`src/rtl/add_pipe_pkg.sv`:
```
// Shared widths and helpers for the add_pipe slice.
// Defining ADD_PIPE_CMP_EN adds the registered slt/sltu compare outputs.
package add_pipe_pkg;

    localparam int XLEN         = 64;
    localparam int DEF_DATA_LEN = XLEN;
    localparam int DEF_SEG_LEN  = 16;
    localparam int DEF_TAG_LEN  = 4;

    // DATA_LEN must be a whole multiple of SEG_LEN.
    function automatic int seg_count(input int data_len, input int seg_len);
        return data_len / seg_len;
    endfunction

endpackage

```
`src/rtl/add_pipe_if.sv`:
```
// Request/result bus of add_pipe; master is the producer/consumer, slave is the adder.
interface add_pipe_if
    import add_pipe_pkg::*;
#(
    parameter int DATA_LEN = DEF_DATA_LEN,
    parameter int TAG_LEN  = DEF_TAG_LEN
) ();

    // A transfer happens on a rising edge where valid && ready; valid never waits on ready,
    // and payload must stay stable while valid && ~ready.
    logic                in_valid;
    logic                in_ready;
    logic [DATA_LEN-1:0] op_a;
    logic [DATA_LEN-1:0] op_b;
    logic                sub;
    logic [TAG_LEN-1:0]  in_tag;

    logic                out_valid;
    logic                out_ready;
    logic [DATA_LEN-1:0] sum;
    logic                cout;
    logic                overflow;
    logic [TAG_LEN-1:0]  out_tag;
    logic                slt;
    logic                sltu;

    modport master (
        output in_valid, op_a, op_b, sub, in_tag, out_ready,
        input  in_ready, out_valid, sum, cout, overflow, out_tag, slt, sltu
    );

    modport slave (
        input  in_valid, op_a, op_b, sub, in_tag, out_ready,
        output in_ready, out_valid, sum, cout, overflow, out_tag, slt, sltu
    );

endinterface

```
`src/rtl/add_pipe_seg.sv`:
```
// One SEG_LEN-bit slice of the carry chain: combinational add with carry in and out.
module add_pipe_seg
    import add_pipe_pkg::*;
#(
    parameter int SEG_LEN = DEF_SEG_LEN
) (
    input  logic [SEG_LEN-1:0] a_i,
    input  logic [SEG_LEN-1:0] b_i,
    input  logic               c_i,
    output logic [SEG_LEN-1:0] s_o,
    output logic               c_o
);

    assign {c_o, s_o} = {1'b0, a_i} + {1'b0, b_i} + {{SEG_LEN{1'b0}}, c_i};

endmodule

```
`src/rtl/add_pipe.sv`:
```
// Pipelined add/sub: one SEG_LEN carry segment resolved per stage, valid/ready on both sides.
// Optional slt/sltu outputs are built when ADD_PIPE_CMP_EN is defined.
module add_pipe
    import add_pipe_pkg::*;
#(
    parameter int DATA_LEN = DEF_DATA_LEN,
    parameter int SEG_LEN  = DEF_SEG_LEN,
    parameter int TAG_LEN  = DEF_TAG_LEN
) (
    input logic       clk,
    input logic       rst,
    input logic       flush,
    add_pipe_if.slave bus
);

    localparam int NUM_SEG = seg_count(DATA_LEN, SEG_LEN);
    localparam int LAST    = NUM_SEG - 1;

    logic                st_valid [NUM_SEG];
    logic [DATA_LEN-1:0] st_word  [NUM_SEG];
    logic [DATA_LEN-1:0] st_b     [NUM_SEG];
    logic                st_carry [NUM_SEG];
    logic                st_sub   [NUM_SEG];
    logic [TAG_LEN-1:0]  st_tag   [NUM_SEG];
    logic                adv      [NUM_SEG];
    logic                load     [NUM_SEG];
    logic                in_ready;
    logic [DATA_LEN-1:0] b_eff;
    logic                ovf_q;

    // Ready ripples back from the consumer so bubbles collapse under backpressure.
    always_comb begin
        for (int k = 0; k < NUM_SEG; k++) begin
            adv[k]  = 1'b0;
            load[k] = 1'b0;
        end
        adv[LAST] = st_valid[LAST] & bus.out_ready;
        for (int k = LAST - 1; k >= 0; k--) begin
            adv[k] = st_valid[k] & (~st_valid[k+1] | adv[k+1]);
        end
        for (int k = 0; k < NUM_SEG; k++) begin
            load[k] = ~st_valid[k] | adv[k];
        end
    end

    assign in_ready     = ~flush & load[0];
    assign bus.in_ready = in_ready;
    assign b_eff        = bus.op_b ^ {DATA_LEN{bus.sub}};

    for (genvar k = 0; k < NUM_SEG; k++) begin : g_stage
        logic [DATA_LEN-1:0] word_in, b_in, word_d, b_d;
        logic                cin, sub_in, vld_in;
        logic [TAG_LEN-1:0]  tag_in;
        logic [SEG_LEN-1:0]  seg_s;
        logic                seg_c;
        logic                vld_q, carry_q, sub_q;
        logic [DATA_LEN-1:0] word_q, b_q;
        logic [TAG_LEN-1:0]  tag_q;

        if (k == 0) begin : g_head
            assign word_in = bus.op_a;
            assign b_in    = b_eff;
            assign cin     = bus.sub;
            assign sub_in  = bus.sub;
            assign tag_in  = bus.in_tag;
            assign vld_in  = bus.in_valid;
        end else begin : g_body
            assign word_in = st_word[k-1];
            assign b_in    = st_b[k-1];
            assign cin     = st_carry[k-1];
            assign sub_in  = st_sub[k-1];
            assign tag_in  = st_tag[k-1];
            assign vld_in  = st_valid[k-1];
        end

        add_pipe_seg #(.SEG_LEN(SEG_LEN)) u_seg (
            .a_i (word_in[SEG_LEN-1:0]),
            .b_i (b_in[SEG_LEN-1:0]),
            .c_i (cin),
            .s_o (seg_s),
            .c_o (seg_c)
        );

        // word_q shifts right each stage: consumed A segments leave the bottom while
        // sum segments enter the top, so the last stage holds exactly the full sum.
        assign word_d = (word_in >> SEG_LEN) | (DATA_LEN'(seg_s) << (DATA_LEN - SEG_LEN));
        assign b_d    = b_in >> SEG_LEN;

        always_ff @(posedge clk or posedge rst) begin
            if (rst) begin
                vld_q <= 1'b0;
            end else if (flush) begin
                vld_q <= 1'b0;
            end else if (load[k]) begin
                vld_q <= vld_in;
            end
        end

        if (k == LAST) begin : g_tail
            logic ovf_d;

            assign ovf_d = (word_in[SEG_LEN-1] == b_in[SEG_LEN-1]) &&
                           (seg_s[SEG_LEN-1] != word_in[SEG_LEN-1]);

            always_ff @(posedge clk or posedge rst) begin
                if (rst) begin
                    word_q  <= '0;
                    b_q     <= '0;
                    carry_q <= 1'b0;
                    sub_q   <= 1'b0;
                    tag_q   <= '0;
                    ovf_q   <= 1'b0;
                end else if (load[k]) begin
                    word_q  <= word_d;
                    b_q     <= b_d;
                    carry_q <= seg_c;
                    sub_q   <= sub_in;
                    tag_q   <= tag_in;
                    ovf_q   <= ovf_d;
                end
            end

`ifdef ADD_PIPE_CMP_EN
            logic slt_q, sltu_q;

            always_ff @(posedge clk or posedge rst) begin
                if (rst) begin
                    slt_q  <= 1'b0;
                    sltu_q <= 1'b0;
                end else if (load[k]) begin
                    slt_q  <= sub_in & (seg_s[SEG_LEN-1] ^ ovf_d);
                    sltu_q <= sub_in & ~seg_c;
                end
            end

            assign bus.slt  = slt_q;
            assign bus.sltu = sltu_q;
`else
            assign bus.slt  = 1'b0;
            assign bus.sltu = 1'b0;
`endif
        end else begin : g_mid
            always_ff @(posedge clk) begin
                if (load[k]) begin
                    word_q  <= word_d;
                    b_q     <= b_d;
                    carry_q <= seg_c;
                    sub_q   <= sub_in;
                    tag_q   <= tag_in;
                end
            end
        end

        assign st_valid[k] = vld_q;
        assign st_word[k]  = word_q;
        assign st_b[k]     = b_q;
        assign st_carry[k] = carry_q;
        assign st_sub[k]   = sub_q;
        assign st_tag[k]   = tag_q;
    end

    assign bus.out_valid = st_valid[LAST];
    assign bus.sum       = st_word[LAST];
    assign bus.cout      = st_carry[LAST];
    assign bus.overflow  = ovf_q;
    assign bus.out_tag   = st_tag[LAST];

endmodule
```
`src/flat_wrapper.sv`:
```
// flat-port wrapper written by rule: the top's interface ports become plain ports
module add_pipe_flat import add_pipe_pkg::*;
#(
    parameter int DATA_LEN = DEF_DATA_LEN,
    parameter int SEG_LEN  = DEF_SEG_LEN,
    parameter int TAG_LEN  = DEF_TAG_LEN
)
  (clk, rst, flush, bus_in_valid, bus_op_a, bus_op_b, bus_sub, bus_in_tag, bus_out_ready, bus_in_ready, bus_out_valid, bus_sum, bus_cout, bus_overflow, bus_out_tag, bus_slt, bus_sltu);
  add_pipe_if #(.DATA_LEN(DATA_LEN), .TAG_LEN(TAG_LEN)) bus_i ();
  input logic clk;
  input logic rst;
  input logic flush;
  input wire logic [$bits(bus_i.in_valid)-1:0] bus_in_valid;
  input wire logic [$bits(bus_i.op_a)-1:0] bus_op_a;
  input wire logic [$bits(bus_i.op_b)-1:0] bus_op_b;
  input wire logic [$bits(bus_i.sub)-1:0] bus_sub;
  input wire logic [$bits(bus_i.in_tag)-1:0] bus_in_tag;
  input wire logic [$bits(bus_i.out_ready)-1:0] bus_out_ready;
  output wire logic [$bits(bus_i.in_ready)-1:0] bus_in_ready;
  output wire logic [$bits(bus_i.out_valid)-1:0] bus_out_valid;
  output wire logic [$bits(bus_i.sum)-1:0] bus_sum;
  output wire logic [$bits(bus_i.cout)-1:0] bus_cout;
  output wire logic [$bits(bus_i.overflow)-1:0] bus_overflow;
  output wire logic [$bits(bus_i.out_tag)-1:0] bus_out_tag;
  output wire logic [$bits(bus_i.slt)-1:0] bus_slt;
  output wire logic [$bits(bus_i.sltu)-1:0] bus_sltu;
  assign bus_i.in_valid = bus_in_valid;
  assign bus_i.op_a = bus_op_a;
  assign bus_i.op_b = bus_op_b;
  assign bus_i.sub = bus_sub;
  assign bus_i.in_tag = bus_in_tag;
  assign bus_i.out_ready = bus_out_ready;
  assign bus_in_ready = bus_i.in_ready;
  assign bus_out_valid = bus_i.out_valid;
  assign bus_sum = bus_i.sum;
  assign bus_cout = bus_i.cout;
  assign bus_overflow = bus_i.overflow;
  assign bus_out_tag = bus_i.out_tag;
  assign bus_slt = bus_i.slt;
  assign bus_sltu = bus_i.sltu;
  add_pipe #(.DATA_LEN(DATA_LEN), .SEG_LEN(SEG_LEN), .TAG_LEN(TAG_LEN)) u_core (.clk(clk), .rst(rst), .flush(flush), .bus(bus_i));
endmodule
```
`config.mk`:
```
export PLATFORM = sky130hd
export DESIGN_NAME = add_pipe_flat
export DESIGN_NICKNAME = d
export VERILOG_FILES = /design/src/rtl/add_pipe_pkg.sv /design/src/rtl/add_pipe_if.sv /design/src/rtl/add_pipe_seg.sv /design/src/rtl/add_pipe.sv /design/src/flat_wrapper.sv
export SDC_FILE = /design/constraint.sdc
export NUM_CORES = 1
export LEC_CHECK = 0
export ABC_CLOCK_PERIOD_IN_PS = 10200
export BUFFER_PORTS_ARGS = -buffer_cell sky130_fd_sc_hd__buf_4
export CORE_MARGIN = 3
export CORE_UTILIZATION = 53
export CTS_BUF_LIST = sky130_fd_sc_hd__clkbuf_8
export DETAILED_ROUTE_END_ITERATION = 6
export PLACE_DENSITY = 0.71
export SLEW_MARGIN = 20
export SYNTH_ARGS = -nofsm -noshare
export SYNTH_HDL_FRONTEND = slang
export SYNTH_SLANG_ARGS = --single-unit
```
`constraint.sdc`:
```
create_clock -name clk -period 10.2 [get_ports clk]
set_input_delay 0.51 -clock clk [delete_from_list [all_inputs] [get_ports clk]]
set_output_delay 0.51 -clock clk [all_outputs]
set_load 0.05 [all_outputs]
```
==> results.json <==
{
  "dp_cells": 1618,
  "powerDensity_mw_per_mm2": 227,
  "cts_sinks": 377,
  "post-dp-hpwl_mm": 18.4,
  "synth_top_cell_by_area": "edfxtp_1",
  "power_frac_seq": 0.497,
  "hold_violations": 0,
  "path_max_fanout": 73,
  "clock_latency_ns": 0.56,
  "critPathRequiredTime_ns": 9.69,
  "clockRootBuffer": "clkbuf_8",
  "maxSlewViolCount": 0,
  "firstDrtPassIters": 5,
  "die_y_um": 176,
  "grt_usage": 0.174,
  "io_pins": 212,
  "reg2reg_depth": 9,
  "area_growth_pct": 20.9,
  "cts_setup_buffers": 0,
  "hold_depth": 1,
  "crit_type": "flip-flop to output port",
  "die-width_um": 176,
  "drt-wirelength-per-cell_um": 15.8,
  "worstHoldStart": "bus_op_a[25]",
  "fin_tns_setup_ns": 0,
  "rows": 61,
  "ys_seq_elements": 377,
  "status": "finished, final reports clean",
  "yosysMostFrequentCell": "edfxtp_1",
  "startpoint_type": "flip-flop",
  "p_comb_frac": 0.211,
  "numCtsBuffers": 57,
  "grt_setup_unrepaired": "false",
  "syn_avg_cell_area_um2": 14.5,
  "ir_drop_v": 0.000136,
  "drc_errors": 0,
  "r2r_slack_ns": 7.11,
  "final_cells": 1724,
  "tritoncts": "built",
  "drv_cap": 0,
  "final_nets": 1504,
  "dieArea_mm2": 0.0309,
  "cp_data_arrival_time_ns": 2.75,
  "intPower_mw": 2.96,
  "switching_power_mw": 1.23,
  "gp_routability_congestion": 0.830,
  "async_flop_share": 0.196,
  "fin_crit_sh": 0.319,
  "ys_types": 54,
  "r2r-start": "u_core.g_stage[0].b_q[0]$_DFFE_PP_",
  "htreeDepth": 2,
  "relSlewSlack": 0.362,
  "clk_path_buf_depth": 3,
  "cp-end-kind": "output port",
  "drt-total-wl_mm": 27.2,
  "start_util": 0.544,
  "setup_violations": 0,
  "holdPathEnd": "u_core.g_stage[0].word_q[9]$_DFFE_PP_",
  "grt_pass1_vias": 8659,
  "grt_start_max_net_pins": 86,
  "synthCells": 1050,
  "period_minus_slack_ns": 3.26,
  "grt_pass1_wl_mm": 42.7,
  "synth-seq-area-share": 0.717,
  "yosys-top-cells-area": "edfxtp_1, dfrtp_1, ha_1",
  "clock_power_share": 0.292,
  "coreArea_mm2": 0.0281,
  "syn_area_mm2": 0.0153,
  "num_vias": 8631,
  "switching_share": 0.293,
  "layout-drive-gt1-share": 0.233,
  "postCtsHoldBufs": 0,
  "synth_edf_count": 303,
  "io_buffers": 209,
  "hold_class": "input pin to flip-flop",
  "ant_nets": 0,
  "yosysWarnings": 0,
  "diodes": 0,
  "synthTopCellsByCount": "edfxtp_1, nand2_1, xor2_1",
  "vias_per_cell": 5.01,
  "fin_skew_ns": 0.0125,
  "antenna_found_initial": 2,
  "leakage_nw": 7.90,
  "reg2reg_to": "u_core.g_stage[1].carry_q$_DFFE_PP_",
  "drt_iter0_drc": 485,
  "clk_pin_slew_ns": 0.06,
  "finalPower_mw": 4.19,
  "synthFlopType": "edfxtp_1",
  "fmax_mhz": 307,
  "yosys.area.top_type_share": 0.596,
  "tightest_slew_ns": 0.957,
  "grt-ovfl-total": 0,
  "cts_resized": 0
}
==> sequential cells by signal, indices dropped and copies added (netlist names) <==
signal,cells
u_core.g_stage.word_q,192
u_core.g_stage.b_q,96
u_core.bus.sum,64
u_core.g_stage.tag_q,12
u_core.bus.out_tag,4
u_core.g_stage.carry_q,3
u_core.g_stage.vld_q,3
u_core.bus.cout,1
u_core.bus.out_valid,1
u_core.bus.overflow,1
==> through the flow <==
| step | hold slack, ns | util | instance area [um2] | worst slack, ns |
|---|---|---|---|---|
| floorplan | 0.400 | - | 15300 | 3.99 |
| global placement | 0.401 | 0.616 | 17300 | 6.76 |
| detailed placement | 0.405 | 0.616 | 17300 | 6.70 |
| CTS | 0.0716 | 0.657 | 18500 | 6.86 |
| global route | 0.0657 | 0.658 | 18500 | 6.71 |
| finish | 0.118 | 0.658 | 18500 | 6.94 |
==> power by group through the flow <==
stage               registers, mW  clock network [mW]  logic [mW]
CTS                          2.09                1.26       0.888
global route                 2.11                1.33       0.949
detailed placement           2.12                   0       0.885
finish                       2.08                1.22       0.883
floorplan                    2.38                   0       0.316
global placement             2.10                   0       0.869
==> placed cells by master, fill, tap and decap left out, types with 4 or more instances in the layout <==
cell type	count
o21ai_1	4
o21ai_0	28
dfrtp_1	74
o31ai_1	4
nand2b_1	10
a21oi_1	43
a31oi_1	7
edfxtp_1	303
a21boi_0	4
nand2_1	182
nor3_1	6
nand3_1	6
fa_1	7
o211ai_1	6
nor2b_1	12
xnor2_1	28
inv_1	29
buf_4	215
clkinv_1	11
clkinv_2	14
a31o_2	4
nand4_1	4
o21a_1	12
clkbuf_8	67
ha_1	60
a21o_1	19
nor2_1	50
xor2_1	82
and3_1	5
o21bai_1	4
==> logic make-up (layout without fill, tap and decap cells) <==
family	count (synthesis)	in the layout	share of synthesized area
AO/OA/AOI/OAI	156	156	0.0673
XOR/XNOR	110	110	0.0631
adder cells (fa/ha/maj)	67	67	0.0583
buffers and inverters	46	341	0.0120
flip-flops	377	377	0.717
multiplexers	1	1	0.000901
other	1	2	0.000246
AND/OR/NAND/NOR	292	292	0.0810
==> layout make-up <==
class / instances / area (um2)
fill: 2091 / 9620
timing repair buffer: 215 / 1610
inverter: 20 / 76.3
multi-input combinational: 628 / 4190
tap: 378 / 473
clock inverter: 39 / 249
sequential: 377 / 11000
clock buffer: 67 / 922
==> metal layers <==
metal,up-vias,global-route usage,share of wire
met1,4072,0.213,0.41
met5,-,0,0.00081
li1,4287,-,-
met3,57,0.0460,0.060
met2,211,0.299,0.50
met4,4,0.0627,0.028
==> how the worst max path moves through the flow <==
stage	slack (ns)	start	end
after floorplan	3.99	u_core.bus.out_valid$_DFFE_PP0P_	bus_in_ready
after global placement	6.76	bus_sub	u_core.g_stage[0].carry_q$_DFFE_PP_
after detailed placement	6.70	bus_sub	u_core.g_stage[0].carry_q$_DFFE_PP_
after CTS	6.86	u_core.bus.out_valid$_DFFE_PP0P_	bus_in_ready
after global routing	6.71	u_core.bus.out_valid$_DFFE_PP0P_	bus_in_ready
final	6.94	u_core.bus.out_valid$_DFFE_PP0P_	bus_in_ready
==> worst max-delay path: stages (launching register included) <==
cell	delay, ns
dfrtp_1	0.41
nor2b_4	0.16
buf_4	0.65
nand4_1	0.21
buf_4	0.34
nor2b_1	0.22
buf_4	0.18
(Power assumes the default switching activity.)
